[src/rtl/range_clamp_fifo_pkg.sv]
// Shared constants for the range-clamped 4-bit sample path.
// The downstream capture stage uses the same width and legal maximum.
package range_clamp_fifo_pkg;

    localparam int unsigned SAMPLE_W = 4;
    localparam int unsigned MAX_CODE = 11;
    localparam int unsigned CNT_W    = 8;

endpackage

[src/rtl/range_clamp_sat.sv]
// Combinational saturator: codes above MAX_VAL become MAX_VAL, with a clamp flag.
module range_clamp_sat
    import range_clamp_fifo_pkg::*;
#(
    parameter int unsigned DW      = SAMPLE_W,
    parameter int unsigned MAX_VAL = MAX_CODE
) (
    input  logic [DW-1:0] din,
    output logic [DW-1:0] dout,
    output logic          clamp
);

    localparam logic [DW-1:0] MaxQ = DW'(MAX_VAL);

    always_comb begin
        clamp = (din > MaxQ);
        dout  = clamp ? MaxQ : din;
    end

endmodule

[src/rtl/range_clamp_fifo.sv]
// FWFT FIFO that saturates out-of-range samples at its write port.
// Define RANGE_VIOL_CNT_EN to add the saturating viol_cnt clamp-event counter.
module range_clamp_fifo
    import range_clamp_fifo_pkg::*;
#(
    parameter int unsigned DW      = SAMPLE_W,
    parameter int unsigned DEPTH   = 4,
    parameter int unsigned MAX_VAL = MAX_CODE
) (
    input  logic          clk,
    input  logic          rst,
    input  logic [DW-1:0] din,
    input  logic          din_valid,
    output logic          din_ready,
    output logic [DW-1:0] dout,
    output logic          dout_valid,
    input  logic          dout_ready,
    output logic          clamped
`ifdef RANGE_VIOL_CNT_EN
    ,
    output logic [CNT_W-1:0] viol_cnt
`endif
);

    localparam int unsigned AW = $clog2(DEPTH);
    localparam logic [AW:0] FullCnt = (AW+1)'(DEPTH);

    logic [DW-1:0] mem_q [DEPTH];
    logic [AW-1:0] wr_ptr_q, rd_ptr_q;
    logic [AW:0]   count_q, count_d;
    logic          clamped_q;
    logic [DW-1:0] sat_val;
    logic          sat_clamp;
    logic          push, pop;

    range_clamp_sat #(
        .DW      (DW),
        .MAX_VAL (MAX_VAL)
    ) u_sat (
        .din   (din),
        .dout  (sat_val),
        .clamp (sat_clamp)
    );

    // din_ready depends only on registered count, never on dout_ready.
    assign din_ready  = (count_q != FullCnt);
    assign dout_valid = (count_q != '0);
    assign dout       = mem_q[rd_ptr_q];
    assign clamped    = clamped_q;
    assign push       = din_valid && din_ready;
    assign pop        = dout_valid && dout_ready;

    always_comb begin
        count_d = count_q;
        unique case ({push, pop})
            2'b10:   count_d = count_q + 1'b1;
            2'b01:   count_d = count_q - 1'b1;
            default: count_d = count_q;
        endcase
    end

    always_ff @(posedge clk or posedge rst) begin
        if (rst) begin
            for (int i = 0; i < DEPTH; i++) mem_q[i] <= '0;
            wr_ptr_q  <= '0;
            rd_ptr_q  <= '0;
            count_q   <= '0;
            clamped_q <= 1'b0;
        end else begin
            if (push) begin
                mem_q[wr_ptr_q] <= sat_val;
                wr_ptr_q        <= wr_ptr_q + 1'b1;
            end
            if (pop) rd_ptr_q <= rd_ptr_q + 1'b1;
            count_q   <= count_d;
            clamped_q <= push && sat_clamp;
        end
    end

`ifdef RANGE_VIOL_CNT_EN
    logic [CNT_W-1:0] viol_cnt_q;

    always_ff @(posedge clk or posedge rst) begin
        if (rst) begin
            viol_cnt_q <= '0;
        end else if (push && sat_clamp && (viol_cnt_q != '1)) begin
            viol_cnt_q <= viol_cnt_q + 1'b1;
        end
    end

    assign viol_cnt = viol_cnt_q;
`endif

endmodule

[config.mk]
export PLATFORM = sky130hd
export DESIGN_NAME = range_clamp_fifo
export DESIGN_NICKNAME = d
export VERILOG_FILES = /design/src/rtl/range_clamp_fifo_pkg.sv /design/src/rtl/range_clamp_sat.sv /design/src/rtl/range_clamp_fifo.sv
export SDC_FILE = /design/constraint.sdc
export NUM_CORES = 1
export LEC_CHECK = 0
export CAP_MARGIN = 20
export CORE_ASPECT_RATIO = 0.9
export CORE_MARGIN = 2
export CORE_UTILIZATION = 45
export DETAILED_ROUTE_END_ITERATION = 12
export DONT_BUFFER_PORTS = 1
export GPL_TIMING_DRIVEN = 1
export SYNTH_ARGS = -nofsm -noshare
export SYNTH_HDL_FRONTEND = slang
export SYNTH_SLANG_ARGS = --single-unit
[constraint.sdc]
create_clock -name clk -period 4.1 [get_ports clk]
set_input_delay 0 -clock clk [delete_from_list [all_inputs] [get_ports clk]]
set_output_delay 0 -clock clk [all_outputs]
set_load 0.02 [all_outputs]
==> metrics.txt <==
# TYPE chip_impl_metric gauge
chip_impl_info{name="buffer_type_at_the_clock_tree_root",value="sky130_fd_sc_hd__clkbuf_4"} 1
chip_impl_metric{name="clkTransAtPathRegs",unit="ps"} 130
chip_impl_metric{name="cts_resized",unit=""} 0
chip_impl_metric{name="layout-area-overhead-vs-synth",unit="%"} 6.75
chip_impl_metric{name="p_seq_frac",unit=""} 0.427
chip_impl_metric{name="synth_top_area_share",unit=""} 0.470
chip_impl_metric{name="number_of_enable_flip_flop_cells_after_synthesis",unit=""} 0
chip_impl_metric{name="grt_pass1_vias",unit=""} 712
chip_impl_metric{name="pin_count_of_the_biggest_net_entering_global_routing",unit=""} 25
chip_impl_metric{name="clock-skew-final",unit="ps"} 1.28
chip_impl_metric{name="antenna_cells_inserted",unit=""} 0
chip_impl_metric{name="antenna_violations_before_repair",unit=""} 0
chip_impl_info{name="synth_commonest_cells",value="sky130_fd_sc_hd__dfrtp_1 (24), sky130_fd_sc_hd__mux2_4 (16), sky130_fd_sc_hd__inv_1 (6)"} 1
chip_impl_info{name="status",value="complete, no violations"} 1
chip_impl_metric{name="cts_htree_levels",unit=""} 1
chip_impl_metric{name="internal_power",unit="uW"} 688
chip_impl_metric{name="route.final.wire_length",unit="um"} 2140
chip_impl_metric{name="clkPwrFrac",unit=""} 0.119
chip_impl_metric{name="finalWeightedCongestion",unit=""} 0.715
chip_impl_metric{name="synth.yosys.seq_area_share",unit=""} 0.470
chip_impl_metric{name="setup_viol",unit=""} 0
chip_impl_metric{name="post-route-worst-setup-slack",unit="ps"} 1770
chip_impl_metric{name="die-area",unit="mm^2"} 0.00328
chip_impl_metric{name="timing.fmax",unit="GHz"} 0.430
chip_impl_metric{name="dr.pass1.iters",unit=""} 3
chip_impl_info{name="startpoint_type",value="flip-flop"} 1
chip_impl_metric{name="timing.critical_path.required",unit="ps"} 4350
chip_impl_info{name="ys.flop_type",value="sky130_fd_sc_hd__dfrtp_1"} 1
chip_impl_metric{name="place.detailed.hpwl",unit="um"} 1480
chip_impl_metric{name="ys_ff_latch",unit=""} 24
chip_impl_metric{name="ant_nets",unit=""} 0
chip_impl_metric{name="clkSinkCount",unit=""} 24
chip_impl_metric{name="initial_core_util",unit=""} 0.469
chip_impl_metric{name="numPortBuffers",unit=""} 0
chip_impl_metric{name="cts_made_buffers",unit=""} 3
chip_impl_metric{name="dpl_cell_area",unit="mm^2"} 0.00127
chip_impl_metric{name="drv_cap",unit=""} 0
chip_impl_info{name="synth_most_common_cell",value="sky130_fd_sc_hd__dfrtp_1"} 1
chip_impl_metric{name="mappedNetlistNets",unit=""} 99
chip_impl_metric{name="routed_wire_length_per_instance",unit="um"} 16.6
chip_impl_metric{name="hold_viol_final",unit=""} 0
chip_impl_info{name="setup_repair_after_global_routing_missed_its_margin",value="no"} 1
chip_impl_metric{name="std_cell_rows",unit=""} 18
chip_impl_info{name="synthDominantAreaCellType",value="sky130_fd_sc_hd__dfrtp_1"} 1
chip_impl_metric{name="grt_overflow_total",unit=""} 0
chip_impl_metric{name="cts.path.max_buffers",unit=""} 2
chip_impl_metric{name="yosys_warnings",unit=""} 0
chip_impl_metric{name="groute.usage.overall",unit=""} 0.156
chip_impl_metric{name="ioPinCount",unit=""} 15
chip_impl_info{name="critPathKind",value="reg2reg"} 1
chip_impl_metric{name="synth.distinct_cells",unit=""} 20
chip_impl_metric{name="netlist_instances",unit=""} 85
chip_impl_info{name="hp-class",value="in2reg"} 1
chip_impl_metric{name="detailedPlace.worstSlack",unit="ps"} 1770
chip_impl_metric{name="post-cts-setup-buffer-count",unit=""} 0
chip_impl_metric{name="drc",unit=""} 0
chip_impl_metric{name="fp.dieH",unit="um"} 54.6
chip_impl_metric{name="worst_hold_slack",unit="ps"} 28.7
chip_impl_metric{name="asyncSetResetFlopFracSynth",unit=""} 1.00
chip_impl_metric{name="placeableCoreArea",unit="mm^2"} 0.00273
chip_impl_metric{name="period_share",unit=""} 0.567
chip_impl_metric{name="power_density",unit="mW/mm^2"} 778
chip_impl_metric{name="final.min_clock_period",unit="ps"} 2330
chip_impl_metric{name="cts.hold.buffers_added",unit=""} 5
chip_impl_metric{name="die_w",unit="um"} 60.2
chip_impl_metric{name="measured_slew_at_the_worst_slew_check_pin",unit="ps"} 901
chip_impl_metric{name="drt-vias-per-instance",unit=""} 4.88
chip_impl_info{name="critPathCaptureType",value="flip-flop"} 1
chip_impl_metric{name="reg2reg_slack",unit="ps"} 1770
chip_impl_metric{name="worst-endpoint-arrival",unit="ps"} 2580
chip_impl_metric{name="worstPathMaxFanout",unit=""} 6
chip_impl_metric{name="post_synth_instance_area",unit="mm^2"} 0.00128
chip_impl_metric{name="finalMaxSlewViolations",unit=""} 0
chip_impl_metric{name="setup-tns-final",unit="ps"} 0
chip_impl_metric{name="fin_area",unit="mm^2"} 0.00137
chip_impl_metric{name="total_leakage_power",unit="uW"} 0.000617
chip_impl_metric{name="clock_latency",unit="ps"} 310
chip_impl_metric{name="vias",unit=""} 630
chip_impl_metric{name="power.combinational.fraction",unit=""} 0.454
chip_impl_metric{name="p_sw_frac",unit=""} 0.353
chip_impl_metric{name="global_route_wire_length_before_repair",unit="um"} 3490
chip_impl_metric{name="slew_headroom",unit=""} 0.399
chip_impl_metric{name="layout.nets",unit=""} 104
chip_impl_metric{name="first_iter_violations",unit=""} 11
chip_impl_metric{name="drive_above_1_share",unit=""} 0.348
chip_impl_info{name="tritoncts",value="built"} 1
chip_impl_metric{name="net-switching-power",unit="uW"} 375
chip_impl_metric{name="avgSynthCellArea",unit="um^2"} 15.0
chip_impl_metric{name="vdd_ir_drop_max",unit="uV"} 268
chip_impl_info{name="synth.area.top_cells",value="sky130_fd_sc_hd__dfrtp_1 (47%), sky130_fd_sc_hd__mux2_4 (19%), sky130_fd_sc_hd__mux4_2 (7.0%), sky130_fd_sc_hd__ha_1 (4.9%), sky130_fd_sc_hd__buf_6 (4.4%)"} 1
[routing by layer]
| metal | global-route usage | vias up | routed length, um |
|---|---|---|---|
| met5 | 0 | - | 0 |
| met4 | 0.0444 | 0 | 19 |
| met3 | 0.0615 | 2 | 77 |
| met2 | 0.254 | 9 | 1020 |
| met1 | 0.192 | 326 | 1020 |
| li1 | - | 293 | - |
[registers in the layout, summed over array words and instances, names as in the netlist]
| signal | flops |
|---|---|
| clamped | 1 |
| wr_ptr_q | 2 |
| rd_ptr_q | 2 |
| count_q | 3 |
| mem_q | 16 |
[critical path, stage by stage, from the launching register on]
cell	delay, ps
sky130_fd_sc_hd__dfrtp_1	450
sky130_fd_sc_hd__or3b_1	540
sky130_fd_sc_hd__nand2_1	230
sky130_fd_sc_hd__ha_1	210
sky130_fd_sc_hd__inv_1	60
sky130_fd_sc_hd__fa_1	380
sky130_fd_sc_hd__xor2_1	150
sky130_fd_sc_hd__nor2_1	110
sky130_fd_sc_hd__xor2_1	140
[power by group through the flow]
stage / sequential, uW / clock (uW) / combinational [uW]
final: 454 / 126 / 482
after global routing: 472 / 142 / 520
after CTS: 455 / 128 / 490
after detailed placement: 456 / 0 / 485
after global placement: 454 / 0 / 475
after floorplan: 416 / 0 / 477
[metrics by stage]
step	utilization	cells	power [uW]
4_1_cts	0.497	128	1070
5_1_grt	0.501	129	1130
3_3_place_gp	0.466	119	929
3_5_place_dp	0.466	119	941
2_1_floorplan	-	85	893
6_report	0.501	129	1060
[path summary, 6_finish.rpt]
path,from,end,cells after the start
worst min register to register,count_q[2],count_q[2],1
worst max-delay path,count_q[0],count_q[2],8
max in group asynchronous,rst,mem_q[15],2
min in group asynchronous,rst,count_q[0],2
worst min-delay path,din[0],mem_q[8],2
worst max register to register,count_q[0],count_q[2],8
[placed cells by master, fill, tap and decap left out, types with 3 or more instances in the layout]
| cell type | n |
|---|---|
| sky130_fd_sc_hd__xnor2_1 | 3 |
| sky130_fd_sc_hd__and3_4 | 4 |
| sky130_fd_sc_hd__inv_1 | 6 |
| sky130_fd_sc_hd__nand2_1 | 3 |
| sky130_fd_sc_hd__clkbuf_4 | 3 |
| sky130_fd_sc_hd__ha_1 | 5 |
| sky130_fd_sc_hd__mux2_4 | 16 |
| sky130_fd_sc_hd__dfrtp_1 | 24 |
| sky130_fd_sc_hd__dlygate4sd3_1 | 6 |
| sky130_fd_sc_hd__xor2_1 | 3 |
| sky130_fd_sc_hd__mux4_2 | 4 |
[kinds of logic (layout without fill, tap and decap cells)]
| group | after synthesis | after routing | share of synthesized area |
|---|---|---|---|
| buffers and inverters | 12 | 16 | 0.0646 |
| and+or+nand+nor | 14 | 14 | 0.0773 |
| adders and majority gates | 6 | 6 | 0.0646 |
| DFF | 24 | 24 | 0.470 |
| muxes | 22 | 22 | 0.275 |
| AOI/OAI and AO/OA | 1 | 1 | 0.00783 |
| xor gates and xnor gates | 6 | 6 | 0.0411 |
[final cells by class]
type	count	area, um^2
fillers	245	1360
clock buffers	4	36.3
inverters	6	22.5
multi-input cells	49	596
repair buffers	6	60.1
flip-flops and latches	24	601
well taps	40	50.0
Power figures use the tool's default switching activity.
